[config.mk]
export PLATFORM = sky130hd
export DESIGN_NAME = coord_bcd_formatter_flat
export DESIGN_NICKNAME = d
export VERILOG_FILES = /design/src/rtl/coord_bcd_formatter_pkg.sv /design/src/rtl/coord_bcd_formatter_if.sv /design/src/rtl/coord_bcd_formatter_dabble_lane.sv /design/src/rtl/coord_bcd_formatter.sv /design/src/flat_wrapper.sv
export SDC_FILE = /design/constraint.sdc
export NUM_CORES = 1
export LEC_CHECK = 0
export ABC_AREA = 1
export BUFFER_PORTS_ARGS = -buffer_cell sky130_fd_sc_hd__buf_2
export CORE_MARGIN = 2
export CORE_UTILIZATION = 40
export DETAILED_ROUTE_END_ITERATION = 16
export PLACE_DENSITY = 0.67
export REMOVE_ABC_BUFFERS = 1
export SLEW_MARGIN = 20
export SYNTH_ARGS = -nofsm -noshare
export SYNTH_HDL_FRONTEND = slang
export SYNTH_SLANG_ARGS = --single-unit
[constraint.sdc]
create_clock -name clk -period 4.9 [get_ports clk]
set_clock_uncertainty 0.1 [all_clocks]
set_input_delay 0 -clock clk [delete_from_list [all_inputs] [get_ports clk]]
set_output_delay 0 -clock clk [all_outputs]
set_load 0.05 [all_outputs]
[src/rtl/coord_bcd_formatter_pkg.sv]
// display_pkg: shared types and constants for the coordinate BCD formatter.
`default_nettype none

package display_pkg;

  typedef enum logic [1:0] {
    ST_IDLE  = 2'd0,
    ST_SHIFT = 2'd1,
    ST_DONE  = 2'd2
  } fmt_state_t;

  localparam int         BCD_DIGITS = 4;
  localparam logic [3:0] BLANK_ZERO = 4'b1110;

  function automatic logic [3:0] add3(input logic [3:0] digit);
    return (digit >= 4'd5) ? digit + 4'd3 : digit;
  endfunction

endpackage

`default_nettype wire

[src/rtl/coord_bcd_formatter_if.sv]
// coord_bcd_formatter_if: value inputs, start request and formatted BCD outputs.
`default_nettype none

interface coord_bcd_formatter_if #(
  parameter int WIDTH = 10
);
  logic [WIDTH-1:0] val_a;
  logic [WIDTH-1:0] val_b;
  logic             start;
  logic [15:0]      bcd_a;
  logic [15:0]      bcd_b;
  logic [7:0]       blank;
  logic             busy;
  logic             done;

  modport master (
    output val_a, val_b, start,
    input  bcd_a, bcd_b, blank, busy, done
  );

  modport slave (
    input  val_a, val_b, start,
    output bcd_a, bcd_b, blank, busy, done
  );
endinterface

`default_nettype wire

[src/rtl/coord_bcd_formatter_dabble_lane.sv]
// dabble_lane: one double-dabble lane (binary shifter + 4-digit BCD accumulator)
// with a leading-zero blank mask derived from the accumulator.
`default_nettype none

module dabble_lane
  import display_pkg::*;
#(
  parameter int WIDTH = 10
) (
  input  logic             clk,
  input  logic             reset,
  input  logic             load_i,
  input  logic             step_i,
  input  logic [WIDTH-1:0] val_i,
  output logic [15:0]      acc_o,
  output logic [3:0]       blank_o
);

  logic [WIDTH-1:0]    bin_q, bin_d;
  logic [15:0]         acc_q, acc_d;
  logic [15:0]         adj;
  logic [16+WIDTH-1:0] shifted;
  logic                hi_zero;

  generate
    for (genvar i = 0; i < BCD_DIGITS; i++) begin : g_digit
      assign adj[4*i +: 4] = add3(acc_q[4*i +: 4]);
    end
  endgenerate

  assign shifted = {adj, bin_q} << 1;

  always_comb begin
    bin_d = bin_q;
    acc_d = acc_q;
    if (load_i) begin
      bin_d = val_i;
      acc_d = '0;
    end else if (step_i) begin
      bin_d = shifted[WIDTH-1:0];
      acc_d = shifted[16+WIDTH-1:WIDTH];
    end
  end

  always_ff @(posedge clk or posedge reset) begin
    if (reset) begin
      bin_q <= '0;
      acc_q <= '0;
    end else begin
      bin_q <= bin_d;
      acc_q <= acc_d;
    end
  end

  // Walk down from the top digit; a digit blanks only while everything above is zero.
  always_comb begin
    blank_o = '0;
    hi_zero = 1'b1;
    for (int i = BCD_DIGITS - 1; i >= 1; i--) begin
      hi_zero    = hi_zero & (acc_q[4*i +: 4] == 4'd0);
      blank_o[i] = hi_zero;
    end
  end

  assign acc_o = acc_q;

endmodule

`default_nettype wire

[src/rtl/coord_bcd_formatter.sv]
// coord_bcd_formatter: converts two binary values to packed BCD with leading-zero
// blanking, on request or on a periodic refresh tick; outputs hold between conversions.
`default_nettype none

module coord_bcd_formatter
  import display_pkg::*;
#(
  parameter int WIDTH          = 10,
  parameter int REFRESH_CYCLES = 1_000_000
) (
  input  logic                 clk,
  input  logic                 reset,
  coord_bcd_formatter_if.slave bus
);

  localparam int CNT_W = 4;

  fmt_state_t       state_q;
  logic [CNT_W-1:0] cnt_q;
  logic [15:0]      bcd_a_q, bcd_b_q;
  logic [7:0]       blank_q;
  logic             busy_q, done_q;

  logic        tick;
  logic        go;
  logic        lane_load, lane_step;
  logic [15:0] acc_a, acc_b;
  logic [3:0]  blank_a, blank_b;

  generate
    if (REFRESH_CYCLES > 0) begin : g_refresh
      localparam int               REF_W    = (REFRESH_CYCLES > 1) ? $clog2(REFRESH_CYCLES) : 1;
      localparam logic [REF_W-1:0] REF_LAST = REF_W'(REFRESH_CYCLES - 1);
      logic [REF_W-1:0] ref_q;

      assign tick = (ref_q == REF_LAST);

      always_ff @(posedge clk or posedge reset) begin
        if (reset) ref_q <= '0;
        else       ref_q <= tick ? '0 : ref_q + 1'b1;
      end
    end else begin : g_no_refresh
      assign tick = 1'b0;
    end
  endgenerate

  // go is only acted on in IDLE, so requests during a conversion are simply lost.
  assign go        = bus.start | tick;
  assign lane_load = (state_q == ST_IDLE) && go;
  assign lane_step = (state_q == ST_SHIFT);

  dabble_lane #(.WIDTH(WIDTH)) u_lane_a (
    .clk     (clk),
    .reset   (reset),
    .load_i  (lane_load),
    .step_i  (lane_step),
    .val_i   (bus.val_a),
    .acc_o   (acc_a),
    .blank_o (blank_a)
  );

  dabble_lane #(.WIDTH(WIDTH)) u_lane_b (
    .clk     (clk),
    .reset   (reset),
    .load_i  (lane_load),
    .step_i  (lane_step),
    .val_i   (bus.val_b),
    .acc_o   (acc_b),
    .blank_o (blank_b)
  );

  always_ff @(posedge clk or posedge reset) begin
    if (reset) begin
      state_q <= ST_IDLE;
      cnt_q   <= '0;
      bcd_a_q <= '0;
      bcd_b_q <= '0;
      blank_q <= {BLANK_ZERO, BLANK_ZERO};
      busy_q  <= 1'b0;
      done_q  <= 1'b0;
    end else begin
      done_q <= 1'b0;
      // Lags the state by one edge so busy covers the cycle after done lands.
      busy_q <= (state_q != ST_IDLE);
      case (state_q)
        ST_IDLE: begin
          if (go) begin
            cnt_q   <= CNT_W'(WIDTH - 1);
            state_q <= ST_SHIFT;
          end
        end
        ST_SHIFT: begin
          if (cnt_q == '0) state_q <= ST_DONE;
          else             cnt_q   <= cnt_q - 1'b1;
        end
        ST_DONE: begin
          bcd_a_q <= acc_a;
          bcd_b_q <= acc_b;
          blank_q <= {blank_a, blank_b};
          done_q  <= 1'b1;
          state_q <= ST_IDLE;
        end
        default: state_q <= ST_IDLE;
      endcase
    end
  end

  assign bus.bcd_a = bcd_a_q;
  assign bus.bcd_b = bcd_b_q;
  assign bus.blank = blank_q;
  assign bus.busy  = busy_q;
  assign bus.done  = done_q;

endmodule

`default_nettype wire

[src/flat_wrapper.sv]
// flat-port wrapper written by rule: the top's interface ports become plain ports
module coord_bcd_formatter_flat import display_pkg::*;
#(
  parameter int WIDTH          = 10,
  parameter int REFRESH_CYCLES = 1_000_000
)
  (clk, reset, bus_val_a, bus_val_b, bus_start, bus_bcd_a, bus_bcd_b, bus_blank, bus_busy, bus_done);
  coord_bcd_formatter_if #(.WIDTH(WIDTH)) bus_i ();
  input  logic clk;
  input  logic reset;
  input wire logic [$bits(bus_i.val_a)-1:0] bus_val_a;
  input wire logic [$bits(bus_i.val_b)-1:0] bus_val_b;
  input wire logic [$bits(bus_i.start)-1:0] bus_start;
  output wire logic [$bits(bus_i.bcd_a)-1:0] bus_bcd_a;
  output wire logic [$bits(bus_i.bcd_b)-1:0] bus_bcd_b;
  output wire logic [$bits(bus_i.blank)-1:0] bus_blank;
  output wire logic [$bits(bus_i.busy)-1:0] bus_busy;
  output wire logic [$bits(bus_i.done)-1:0] bus_done;
  assign bus_i.val_a = bus_val_a;
  assign bus_i.val_b = bus_val_b;
  assign bus_i.start = bus_start;
  assign bus_bcd_a = bus_i.bcd_a;
  assign bus_bcd_b = bus_i.bcd_b;
  assign bus_blank = bus_i.blank;
  assign bus_busy = bus_i.busy;
  assign bus_done = bus_i.done;
  coord_bcd_formatter #(.WIDTH(WIDTH), .REFRESH_CYCLES(REFRESH_CYCLES)) u_core (.clk(clk), .reset(reset), .bus(bus_i));
endmodule
; ---- After elaboration in Yosys (flattened, before gate mapping)
; Cells that the tools add are included.
[totals]
word_cells = 79
input_bits = 23
ff_bits = 118
output_inout_bits = 42
[op_classes]
eq_ne = 6
reduce_logical = 14
n_mux = 24
n_lt_le_gt_ge = 8
n_addsub = 10
bitwise = 5
[ops]
columns = cell, count
row1 = two-way mux 16 bit, 4
row2 = two-way mux 10 bit, 4
row3 = >= comparator 4 x 3 -> 1 bit (second input constant), 8
row4 = two-way mux 4 bit, 8
row5 = zero test 4 bit, 7
row6 = adder 4 x 2 -> 4 bit (second input constant), 6
row7 = adder 20 x 1 -> 20 bit (second input constant), 1
row8 = == test 20 bit (second input constant), 1
row9 = two-way mux 20 bit, 1
row10 = case mux 4 bit (2 select lines), 1
row11 = adder 3 x 2 -> 3 bit (second input constant), 2
row12 = two-way mux 3 bit, 2
row13 = nonzero test 2 bit, 3
row14 = AND 1 bit, 4
row15 = two-way mux 2 bit, 2
row16 = != test 2 bit (second input constant), 2
row17 = case mux 2 bit (2 select lines), 1
row18 = subtractor 4 x 1 -> 4 bit (second input constant), 1
row19 = AND reduction 3 bit, 1
row20 = == test 2 x 1 -> 1 bit (second input constant), 1
row21 = == test 2 bit (second input constant), 1
row22 = zero test 2 bit, 1
row23 = != test 2 x 1 -> 1 bit (second input constant), 1
row24 = AND reduction 2 bit, 1
row25 = 3 further kinds, 3

; ---- Logic depth before layout (Yosys ltp)
; Gate-level depths: netlist of the first run.
[depth]
depth_word = 4
mapped_depth = 12
depth_no_buf = 12

; ---- Modules after synthesis
; A second synthesis of the first run with hierarchy kept.
[hier_totals]
hier_cells = 761
area_unflattened_um2 = 6182.2
[by_module_without_submodules]
columns = mod, seq_area_each_um2, instances, area_each_um2, cells_per_inst
row1 = dabble_lane, 650.6, 2, 1576.5, 195
row2 = coord_bcd_formatter, 1709.1, 1, 3029.2, 371

; ---- Least setup slack after synthesis of the first run
; No wires, ideal clock.
[synth_path]
path_type = reg2reg
startpoint = register u_core.g_refresh.ref_q[0]
endpoint = register u_core.u_lane_a.acc_q[12] (netlist: u_core.u_lane_a.acc_o[12])
required_time_ns = 4.664
stages_incl_launch_ff = 10
slack_ns = 3.231
path_buffers = 1
t_arrival_ns = 1.433
period_less_slack_ns = 1.669
setup_time_ns = 0.136
cell_sequence = dfrtp_1 ha_1 nand3_1 nor2_1 nand3_2 nand2_4 nand2_4 buf_4 nand3_1 o21ai_0
[synth_via]
elab_chain_len = 4
elab_cells_between_ends = 5
classes_between = eq/ne (1) / mux (1) / bitwise (1) / reduce/logical (2)
[synth_rtl]
columns = element, line
row1 = from (decl), coord_bcd_formatter.sv:34  ; logic [REF_W-1:0] ref_q;
row2 = from (signal assigned), coord_bcd_formatter.sv:40  ; else ref_q <= tick ? '0 : ref_q + 1'b1;
row3 = == test 20 bit (*), coord_bcd_formatter.sv:36  ; assign tick = (ref_q == REF_LAST);
row4 = bitwise OR 1 bit (*), coord_bcd_formatter.sv:48  ; assign go = bus.start | tick;
row5 = logical AND 1 bit (*), coord_bcd_formatter.sv:49  ; assign lane_load = (state_q == ST_IDLE) && go;
row6 = two-way mux 16 bit / nonzero test 2 bit (equally long branches), -
row7 = to (signal assigned), coord_bcd_formatter_dabble_lane.sv:48  ; acc_q <= '0;
row8 = to (signal assigned), coord_bcd_formatter_dabble_lane.sv:51  ; acc_q <= acc_d;
row9 = to (decl), coord_bcd_formatter_dabble_lane.sv:20  ; logic [15:0] acc_q, acc_d;
; Mark *: on every way between the ends. The rest lies on a longest branch, timed or not.
; A chain may end at the register's enable or synchronous reset.

; ---- Worst setup path in the final report of the first run
[layout_path]
startpoint = register u_core.g_refresh.ref_q[0]
endpoint = register u_core.u_lane_a.bin_q[0]
[layout_via]
elab_chain_len = 4
elab_cells_between_ends = 5
classes_between = eq/ne (1) / mux (1) / bitwise (1) / reduce/logical (2)
[layout_rtl]
columns = element, line
row1 = == test 20 bit (*), coord_bcd_formatter.sv:36
row2 = bitwise OR 1 bit (*), coord_bcd_formatter.sv:48
row3 = logical AND 1 bit (*), coord_bcd_formatter.sv:49
row4 = two-way mux 10 bit / nonzero test 2 bit (equally long branches), -
row5 = to (signal assigned), coord_bcd_formatter_dabble_lane.sv:50  ; bin_q <= bin_d;
row6 = to (decl), coord_bcd_formatter_dabble_lane.sv:19  ; logic [WIDTH-1:0] bin_q, bin_d;
; Marked as above.

==> results of run 1 <==
==> per-layer routing <==
metal / global-route usage (%) / up-vias / part of all wire (%) / routed length, um
met5: 0 / - / 0 / 0
met4: 5.82 / 0 / 1.4 / 184
met3: 4.47 / 19 / 4.1 / 525
met2: 26.4 / 99 / 46 / 5930
met1: 23.0 / 2239 / 49 / 6280
li1: - / 2541 / - / -
==> repair_timing <==
item	in CTS	in global routing
endpoints found under the hold margin	75	0
hold buffers	21	0
endpoints found under the setup margin	0	0
==> state kept, by name, summed over array words and instances (netlist names), 2 cells and up <==
name / count
u_core.u_lane_b.bin_q: 10
u_core.g_refresh.ref_q: 20
u_core.u_lane_a.bin_q: 10
u_core.u_lane_b.acc_o: 16
u_core.bus.bcd_a: 16
u_core.cnt_q: 4
u_core.bus.bcd_b: 16
u_core.state_q: 2
u_core.bus.blank: 6
u_core.u_lane_a.acc_o: 16
==> worst paths after layout <==
kind / startpoint / slack [ns] / to
min: bus_start / 0.05 / u_core.u_lane_b.bin_q[2]
max in group asynchronous: reset / 3.33 / u_core.g_refresh.ref_q[11]
min in group asynchronous: reset / 0.17 / u_core.bus.bcd_b[11]
max: u_core.g_refresh.ref_q[0] / 2.52 / u_core.u_lane_a.bin_q[0]
max reg2reg: u_core.g_refresh.ref_q[0] / 2.52 / u_core.u_lane_a.bin_q[0]
min reg2reg: u_core.bus.blank[2] / 0.36 / u_core.bus.blank[2]
==> power by group <==
part / switching, uW / internal (uW)
Sequential: 242 / 1350
Combinational: 1480 / 595
Clock: 416 / 695
Total: 2140 / 2640
==> cells by family (layout without fill, tap and decap cells) <==
group | count (synthesis) | after routing | synth area share, %
AND/OR/NAND/NOR | 370 | 370 | 27.3
flip-flops | 118 | 118 | 49.4
buffers and inverters | 116 | 203 | 7.88
AO/OA/AOI/OAI | 100 | 100 | 8.57
adder cells (fa/ha/maj) | 22 | 22 | 4.60
XOR/XNOR | 15 | 15 | 2.19
other | 1 | 2 | 0.0626
==> layout make-up <==
type | instances | area, um2 | share of cell area [%]
inverters | 85 | 324 | 4.53
repair buffers | 86 | 543 | 7.60
multi-input cells | 509 | 2560 | 35.9
flip-flops and latches | 118 | 2960 | 41.4
clock buffers | 28 | 507 | 7.09
well taps | 184 | 230 | 3.22
clock inverters | 4 | 20.0 | 0.280
==> stage by stage <==
stage / instance area (um2) / cells / total power (uW) / hold slack, ns
after floorplan: 5840 / 712 / 3160 / 0.0168
after global placement: 6410 / 961 / 3640 / 0.0980
after detailed placement: 6410 / 961 / 3680 / 0.0990
after CTS: 7150 / 1014 / 4820 / 0.0483
after global routing: 7150 / 1014 / 5180 / 0.0839
final: 7150 / 1014 / 4780 / 0.0529
==> critical path, stage by stage, from the launching register on <==
cell	delay, ns
dfrtp_1	0.39
ha_1	0.23
nand3_1	0.16
nor2_1	0.09
nand3_2	0.13
nand2_4	0.16
nand2_4	0.58
clkinv_2	0.24
nand2_1	0.10
nand2_1	0.05
==> cell usage in the layout, fill, tap and decap left out, types with 21 or more instances in the layout <==
master         netlist  final
a21oi_1             22     22
o21ai_0             67     67
nor2_1              56     55
nand2_1            196    196
dlygate4sd3_1        0     21
ha_1                22     22
dfrtp_1            112    112
nand3_1             65     65
inv_1               82     79
buf_2                7     62
==> impl_metrics.json, run 1 <==
{
  "cts_resized": 0,
  "htreeDepth": 4,
  "portBuffers": 62,
  "synthDominantCellAreaShare_pct": 46.8,
  "start_util_pct": 41.0,
  "drt-total-wl_um": 12900,
  "die_w_um": 126,
  "gr-usage-all-layers_pct": 16.9,
  "fin_crit_ns": 2.38,
  "max_freq_mhz": 420,
  "critical_path_required_ns": 5.10,
  "critPathKind": "reg -> reg",
  "area_growth_pct": 19.3,
  "worst-path-max-fanout": 70,
  "min_path_cells": 6,
  "slew_headroom_pct": 37.1,
  "grt_pass1_wl_um": 21900,
  "synth_top_cells_by_count": "196 x nand2_1, 112 x dfrtp_1, 82 x inv_1",
  "clockBufferDepth": 2,
  "synth_cells": 742,
  "final_util_pct": 49.0,
  "status": "complete, no violations",
  "fin_nets": 862,
  "final.setup.tns_ns": 0,
  "grt_setup_unrepaired": "false",
  "synth_warnings": 0,
  "tightest_slew_ns": 0.942,
  "synth_ff_type": "dfrtp_1",
  "synth_edf_count": 0,
  "clock_sinks": 118,
  "cts_made_buffers": 17,
  "end_kind": "register",
  "yosys.cell_types.count": 33,
  "dp_slack_ns": 2.52,
  "cts_tree": "built",
  "grt_overflow_total": 0,
  "fill_cells": 1407,
  "grt_pass1_vias": 4601,
  "ys_seq_area_share_pct": 49.4,
  "detail-route-antenna-nets": 0,
  "yosys.cell_count.top_type": "nand2_1",
  "grt_max_degree": 71,
  "async_flop_share_pct": 100,
  "drc": 0,
  "viasPerCell": 4.83,
  "drive_above_1_share_pct": 13.4,
  "drt_iter0_drc": 306,
  "cts_setup_buffers": 0,
  "root_buffer": "clkbuf_16",
  "clk_latency_ns": 0.42,
  "synth_seq_cells": 118,
  "cp.arrival_ns": 2.58,
  "core.rowCount": 44,
  "synthTopCellsByArea": "dfrtp_1 47%, nand2_1 12%, o21ai_0 5.6%",
  "min_path_type": "in -> reg",
  "report.final.slew_viol_count": 0,
  "drv_cap": 0,
  "clk_pin_slew_worst_paths_ns": 0.05,
  "cp-start-kind": "register",
  "diodes": 0,
  "num_vias": 4898,
  "yosysTopAreaCell": "dfrtp_1",
  "syn_area_per_cell_um2": 8.07,
  "hpwl_um": 8280,
  "powerDensity_nw_per_um2": 669,
  "ioPinCount": 65,
  "wire_per_inst_um": 12.7,
  "synth_area_um2": 5990,
  "die-area_um2": 16000,
  "hold_violations": 0,
  "vdd_drop_max_mv": 0.333,
  "core_um2": 14600,
  "finalSetupViolations": 0,
  "post-route-period-util_pct": 48.6,
  "setup_ws_ns": 2.52,
  "dr.pass1.iters": 5,
  "worst_r2r_path_depth": 9,
  "place_congestion": 0.870,
  "grt_antenna_before_repair": 0,
  "die_y_um": 126,
  "p_leak_uw": 0.00373
}
Note: power is estimated with default switching activity, not from simulation.
==> inputs of run 2 (changes only) <==
==> constraint.sdc (replaced) <==
create_clock -name clk -period 2.4 [get_ports clk]
set_clock_uncertainty 0.1 [all_clocks]
set_input_delay 0 -clock clk [delete_from_list [all_inputs] [get_ports clk]]
set_output_delay 0 -clock clk [all_outputs]
set_load 0.05 [all_outputs]
==> run 2 against run 1 <==
Via count grew 1.2%. Non-clock buffer count grew 10. Sequential share of layout area shrank 0.90 points. Core utilization grew 1.1 points. Critical path depth grew 1. Sequential cell count is the same. Final area grew 2.2%. Power grew 110%. Clock power grew 130%. Highest routed layer unchanged.
==> impl_metrics.json, run 2 (synthesis results as in run 1) <==
{
  "holdWs_ns": 0.0398,
  "clk_latency_ns": 0.41,
  "drt-total-wl_um": 12900,
  "finalPower_uw": 10100,
  "htreeDepth": 4,
  "drive_above_1_share_pct": 15.0,
  "grt_pass1_wl_um": 22400,
  "drc": 0,
  "clk_pin_slew_worst_paths_ns": 0.05,
  "grt_overflow_total": 0,
  "drv_cap": 0,
  "grt_use_met3_pct": 4.09,
  "setup_ws_ns": 0.429,
  "grt_pass1_vias": 4745,
  "finalSetupViolations": 0,
  "worst-path-max-fanout": 30,
  "drt_iter0_drc": 339,
  "min_from": "bus_start",
  "grt_antenna_before_repair": 0,
  "cp-start-kind": "register",
  "wire_per_inst_um": 12.6,
  "tightest_slew_ns": 0.635,
  "core.rowCount": 44,
  "final_cells": 1024,
  "p_leak_uw": 0.00382,
  "grt_setup_unrepaired": "false",
  "detail-route-antenna-nets": 0,
  "largest_register": "u_core.g_refresh.ref_q",
  "cp.arrival_ns": 2.16,
  "clock_sinks": 118,
  "core_um2": 14600,
  "clockBufferDepth": 2,
  "placedCellCount": 971,
  "layout_commonest_cell": "nand2_1",
  "area_growth_pct": 22.0,
  "grt_max_degree": 61,
  "status": "complete, no violations",
  "critPathKind": "reg -> reg",
  "portBuffers": 62,
  "seq_area_um2": 2960,
  "fill_cells": 1399,
  "slew_headroom_pct": 57.6,
  "diodes": 0,
  "powerDensity_nw_per_um2": 1380,
  "min_path_type": "in -> reg",
  "end_kind": "register",
  "final_util_pct": 50.1,
  "root_buffer": "clkbuf_16",
  "vdd_drop_max_mv": 0.786,
  "max_freq_mhz": 507,
  "grt_util_met2_pct": 26.6,
  "die_w_um": 126,
  "multiInputGateArea_um2": 2560,
  "cts_resized": 0,
  "largest_reg_flops": 20,
  "viasPerCell": 4.84,
  "fin_crit_ns": 1.97,
  "cts_tree": "built",
  "grt.busiest_layer": "met2",
  "dp_slack_ns": 0.430,
  "mostFrequentLayoutCells": "196 x nand2_1, 112 x dfrtp_1, 79 x inv_1",
  "num_vias": 4958,
  "die-area_um2": 16000,
  "ioPinCount": 65,
  "grt_use_met1_pct": 23.4,
  "cp-startpoint": "u_core.g_refresh.ref_q[0]",
  "r2r_start": "u_core.g_refresh.ref_q[0]",
  "hpwl_um": 8740,
  "place_congestion": 0.872,
  "gr-usage-all-layers_pct": 17.2,
  "dr.pass1.iters": 4,
  "start_util_pct": 41.0,
  "critical_path_required_ns": 2.59,
  "post-route-period-util_pct": 82.1,
  "fin_nets": 872,
  "hold_violations": 0,
  "die_y_um": 126,
  "report.final.slew_viol_count": 0,
  "cts_made_buffers": 17
}
run 2: cell count changes in the layout (fill, tap and decap cells not counted):
| cell | before | now |
|---|---|---|
| bufinv_16 | 0 | 2 |
| buf_12 | 0 | 2 |
| clkinv_2 | 6 | 7 |
| clkbuf_1 | 7 | 2 |
| clkinv_4 | 0 | 1 |
| inv_2 | 3 | 4 |
| buf_4 | 3 | 11 |
run 2: final cells by class:
type | instances | area share [%]
clock buffer | 23 | 6.68
clock inverter | 9 | 1.35
inverter | 85 | 4.42
multi-input combinational | 509 | 35.1
sequential | 118 | 40.5
tap | 184 | 3.15
timing repair buffer | 96 | 8.80
run 2: path summary, 6_finish.rpt:
kind | slack [ns] | cells after the start | endpoint
worst min register to register | 0.36 | 1 | u_core.g_refresh.ref_q[0]
max in group asynchronous | 1.43 | 4 | u_core.bus.bcd_a[0]
worst max register to register | 0.43 | 10 | u_core.u_lane_b.bin_q[0]
min in group asynchronous | 0.05 | 3 | u_core.bus.bcd_a[13]
worst max-delay path | 0.43 | 10 | u_core.u_lane_b.bin_q[0]
worst min-delay path | 0.04 | 6 | u_core.u_lane_b.acc_o[2]
run 2: critical path, cell delays in order, from the launching register on:
cell,delay (ns)
dfrtp_1,0.39
ha_1,0.23
nand3_1,0.18
nor2_1,0.09
nand3_2,0.12
nand2_4,0.06
nand2_4,0.20
buf_12,0.22
clkinv_2,0.12
nand2_1,0.07
nand2_1,0.06
run 2: report_power, final:
group	switching (uW)	internal (uW)	total, uW
clock	872	1630	2500
sequential	492	2770	3260
combinational	3050	1280	4330
run 2: timing repair:
item / in CTS / in global routing
hold endpoints to repair: 136 / 0
setup buffers: 0 / 0
hold buffers: 21 / 0
run 2: metrics by stage:
step | instance area, um2 | TNS (ns)
2_1_floorplan | 5840 | -136.47
3_3_place_gp | 6510 | 0
3_5_place_dp | 6510 | 0
4_1_cts | 7310 | 0
5_1_grt | 7310 | 0
6_report | 7310 | 0
run 2: routing by layer:
metal  vias up  share of wire [%]
li1       2559                  -
met1      2289                 49
met2        93                 46
met3        17                3.8
met4         0                1.8
met5         -                  0
==> inputs of run 3 (changes only) <==
--- a/config.mk
+++ b/config.mk
@@ -10,7 +10,7 @@
 export CORE_MARGIN = 2
 export CORE_UTILIZATION = 40
 export DETAILED_ROUTE_END_ITERATION = 16
-export PLACE_DENSITY = 0.67
+export PLACE_DENSITY = 0.69
 export REMOVE_ABC_BUFFERS = 1
 export SLEW_MARGIN = 20
 export SYNTH_ARGS = -nofsm -noshare
==> constraint.sdc (replaced) <==
create_clock -name clk -period 1.7 [get_ports clk]
set_clock_uncertainty 0.1 [all_clocks]
set_input_delay 0 -clock clk [delete_from_list [all_inputs] [get_ports clk]]
set_output_delay 0 -clock clk [all_outputs]
set_load 0.05 [all_outputs]
==> run 3 against run 2 <==
The flow now finishes with violations (negative setup slack). Maximum frequency up 13%. Global-route usage up 0.68 points. Routed wire length up 16%. Worst setup slack worse by 0.47 ns. Clock power up 51%. Final area up 12%. Die area unchanged. Critical path depth down 1. Critical path type unchanged. Largest cell class unchanged.
==> impl_metrics.json, run 3 (synthesis results as in run 1) <==
{
  "hpwl_um": 9150,
  "drt-total-wl_um": 14900,
  "clk_pin_slew_worst_paths_ns": 0.06,
  "setup_ws_ns": -0.0448,
  "place_congestion": 0.902,
  "power_frac_clock_pct": 24.1,
  "cts_tree": "built",
  "combPwrFrac_pct": 46.0,
  "failed_checks": "negative setup slack",
  "drv_cap": 0,
  "clockBufferDepth": 2,
  "grt_pass1_wl_um": 23100,
  "fin_crit_ns": 1.74,
  "diodes": 0,
  "p_int_uw": 8800,
  "holdWs_ns": 0.0238,
  "worst_r2r_path_depth": 9,
  "mostFrequentLayoutCells": "177 x nand2_1, 111 x dfrtp_1, 72 x inv_1",
  "r2r_setup_slack_ns": -0.04,
  "drive_above_1_share_pct": 28.6,
  "cp.arrival_ns": 1.95,
  "min_path_type": "in -> async",
  "area_growth_pct": 37.2,
  "clk_latency_ns": 0.42,
  "max_freq_mhz": 573,
  "htreeDepth": 4,
  "grt_overflow_total": 0,
  "critical_path_required_ns": 1.91,
  "report.final.slew_viol_count": 0,
  "dr.pass1.iters": 5,
  "cp-start-kind": "register",
  "die_w_um": 126,
  "drt_iter0_drc": 393,
  "final_cells": 1077,
  "detail-route-antenna-nets": 0,
  "num_vias": 5388,
  "die-area_um2": 16000,
  "switchingPower_uw": 6900,
  "status": "finished with violations",
  "ioPinCount": 65,
  "layout_commonest_cell": "nand2_1",
  "worst-path-max-fanout": 7,
  "critPathKind": "reg -> reg",
  "power.switching_fraction_pct": 43.9,
  "post-route-period-util_pct": 103,
  "grt_pass1_vias": 5045,
  "largest_register": "u_core.g_refresh.ref_q",
  "largest_reg_flops": 20,
  "cts_made_buffers": 17,
  "powerDensity_nw_per_um2": 1910,
  "grt_setup_unrepaired": "true",
  "die_y_um": 126,
  "vdd_drop_max_mv": 1.27,
  "clock_sinks": 118,
  "hold_violations": 0,
  "grt_max_degree": 42,
  "fin_nets": 925,
  "finalPower_uw": 15700,
  "start_util_pct": 41.0,
  "viasPerCell": 5.00,
  "core.rowCount": 44,
  "wire_per_inst_um": 13.9,
  "core_um2": 14600,
  "end_kind": "register",
  "portBuffers": 62,
  "p_leak_uw": 0.00417,
  "grt_antenna_before_repair": 0,
  "root_buffer": "clkbuf_16",
  "gr-usage-all-layers_pct": 17.9,
  "placedCellCount": 1000,
  "drc": 0,
  "finalSetupViolations": 37,
  "p_seq_share_pct": 29.9
}
==> run 3: cell types whose count changed in the layout (fill, tap and decap cells not counted), moves of 7 or more <==
cell,change
nand3_2,+34
o21ai_0,-9
nor2_2,+7
nand3_1,-35
nand2_1,-19
buf_4,+40
clkinvlp_4,+7
inv_1,-7
nor2_1,-7
nand2_2,+14
==> run 3: power groups by stage <==
stage                     logic, uW  clock network, uW  registers (uW)
after floorplan                3180                  0            5940
after global placement         6170                  0            4610
after detailed placement       6310                  0            4620
after CTS                      6380               3830            4600
after global routing           8000               3960            4830
final                          7220               3780            4690
==> run 3: worst paths after layout <==
path,startpoint,to
setup / recovery,u_core.g_refresh.ref_q[0],u_core.u_lane_a.acc_o[5]
hold / removal,reset,u_core.u_lane_b.acc_o[11]
setup reg to reg,u_core.g_refresh.ref_q[0],u_core.u_lane_a.acc_o[5]
hold reg to reg,u_core.bus.blank[2],u_core.bus.blank[2]
max in group asynchronous,reset,u_core.bus.blank[5]
min in group clk,bus_val_b[0],u_core.u_lane_b.bin_q[0]
==> run 3: repair_timing <==
action	4_1_cts	5_1_grt
gates resized for setup	3	94
gates cloned	0	8
hold buffers	22	0
setup endpoints to repair	4	58
setup buffers	0	15
pin swaps	0	26
hold endpoints to repair	132	0
==> run 3: worst max-delay path: stages (launching register included) <==
cell and delay [ns]:
dfrtp_1 0.37, ha_2 0.20, nand3_2 0.08, nor2_2 0.13, nand3_2 0.11, nand2_4 0.18, nand2_8 0.13, clkbuf_16 0.22
nand3_2 0.07, o21ai_2 0.05
==> run 3: area by class of cell <==
cell class              instances  area, um2
clock buffers                  19        443
clock inverters                13        180
fillers                      1250       6370
inverters                      85        327
multi-input cells             510       2890
flip-flops and latches        118       2960
well taps                     184        230
repair buffers                148       1180
==> run 3: through the flow <==
stage	TNS, ns	cell area (um2)	setup WS (ns)	utilization [%]
2_1_floorplan	-260.94	5840	-1.72	-
3_3_place_gp	0	6760	0.0586	46.4
3_5_place_dp	-0.00873	6760	-0.00512	46.4
4_1_cts	0	7620	0.00147	52.2
5_1_grt	-4.13	8210	-0.122	56.3
6_report	-0.756	8210	-0.0448	56.3
==> run 3: layer usage <==
metal | GRT usage, % | share of wire (%)
met1 | 22.8 | 44
met5 | 0 | 0
met2 | 29.5 | 50
met4 | 6.01 | 1.7
met3 | 4.85 | 4.0
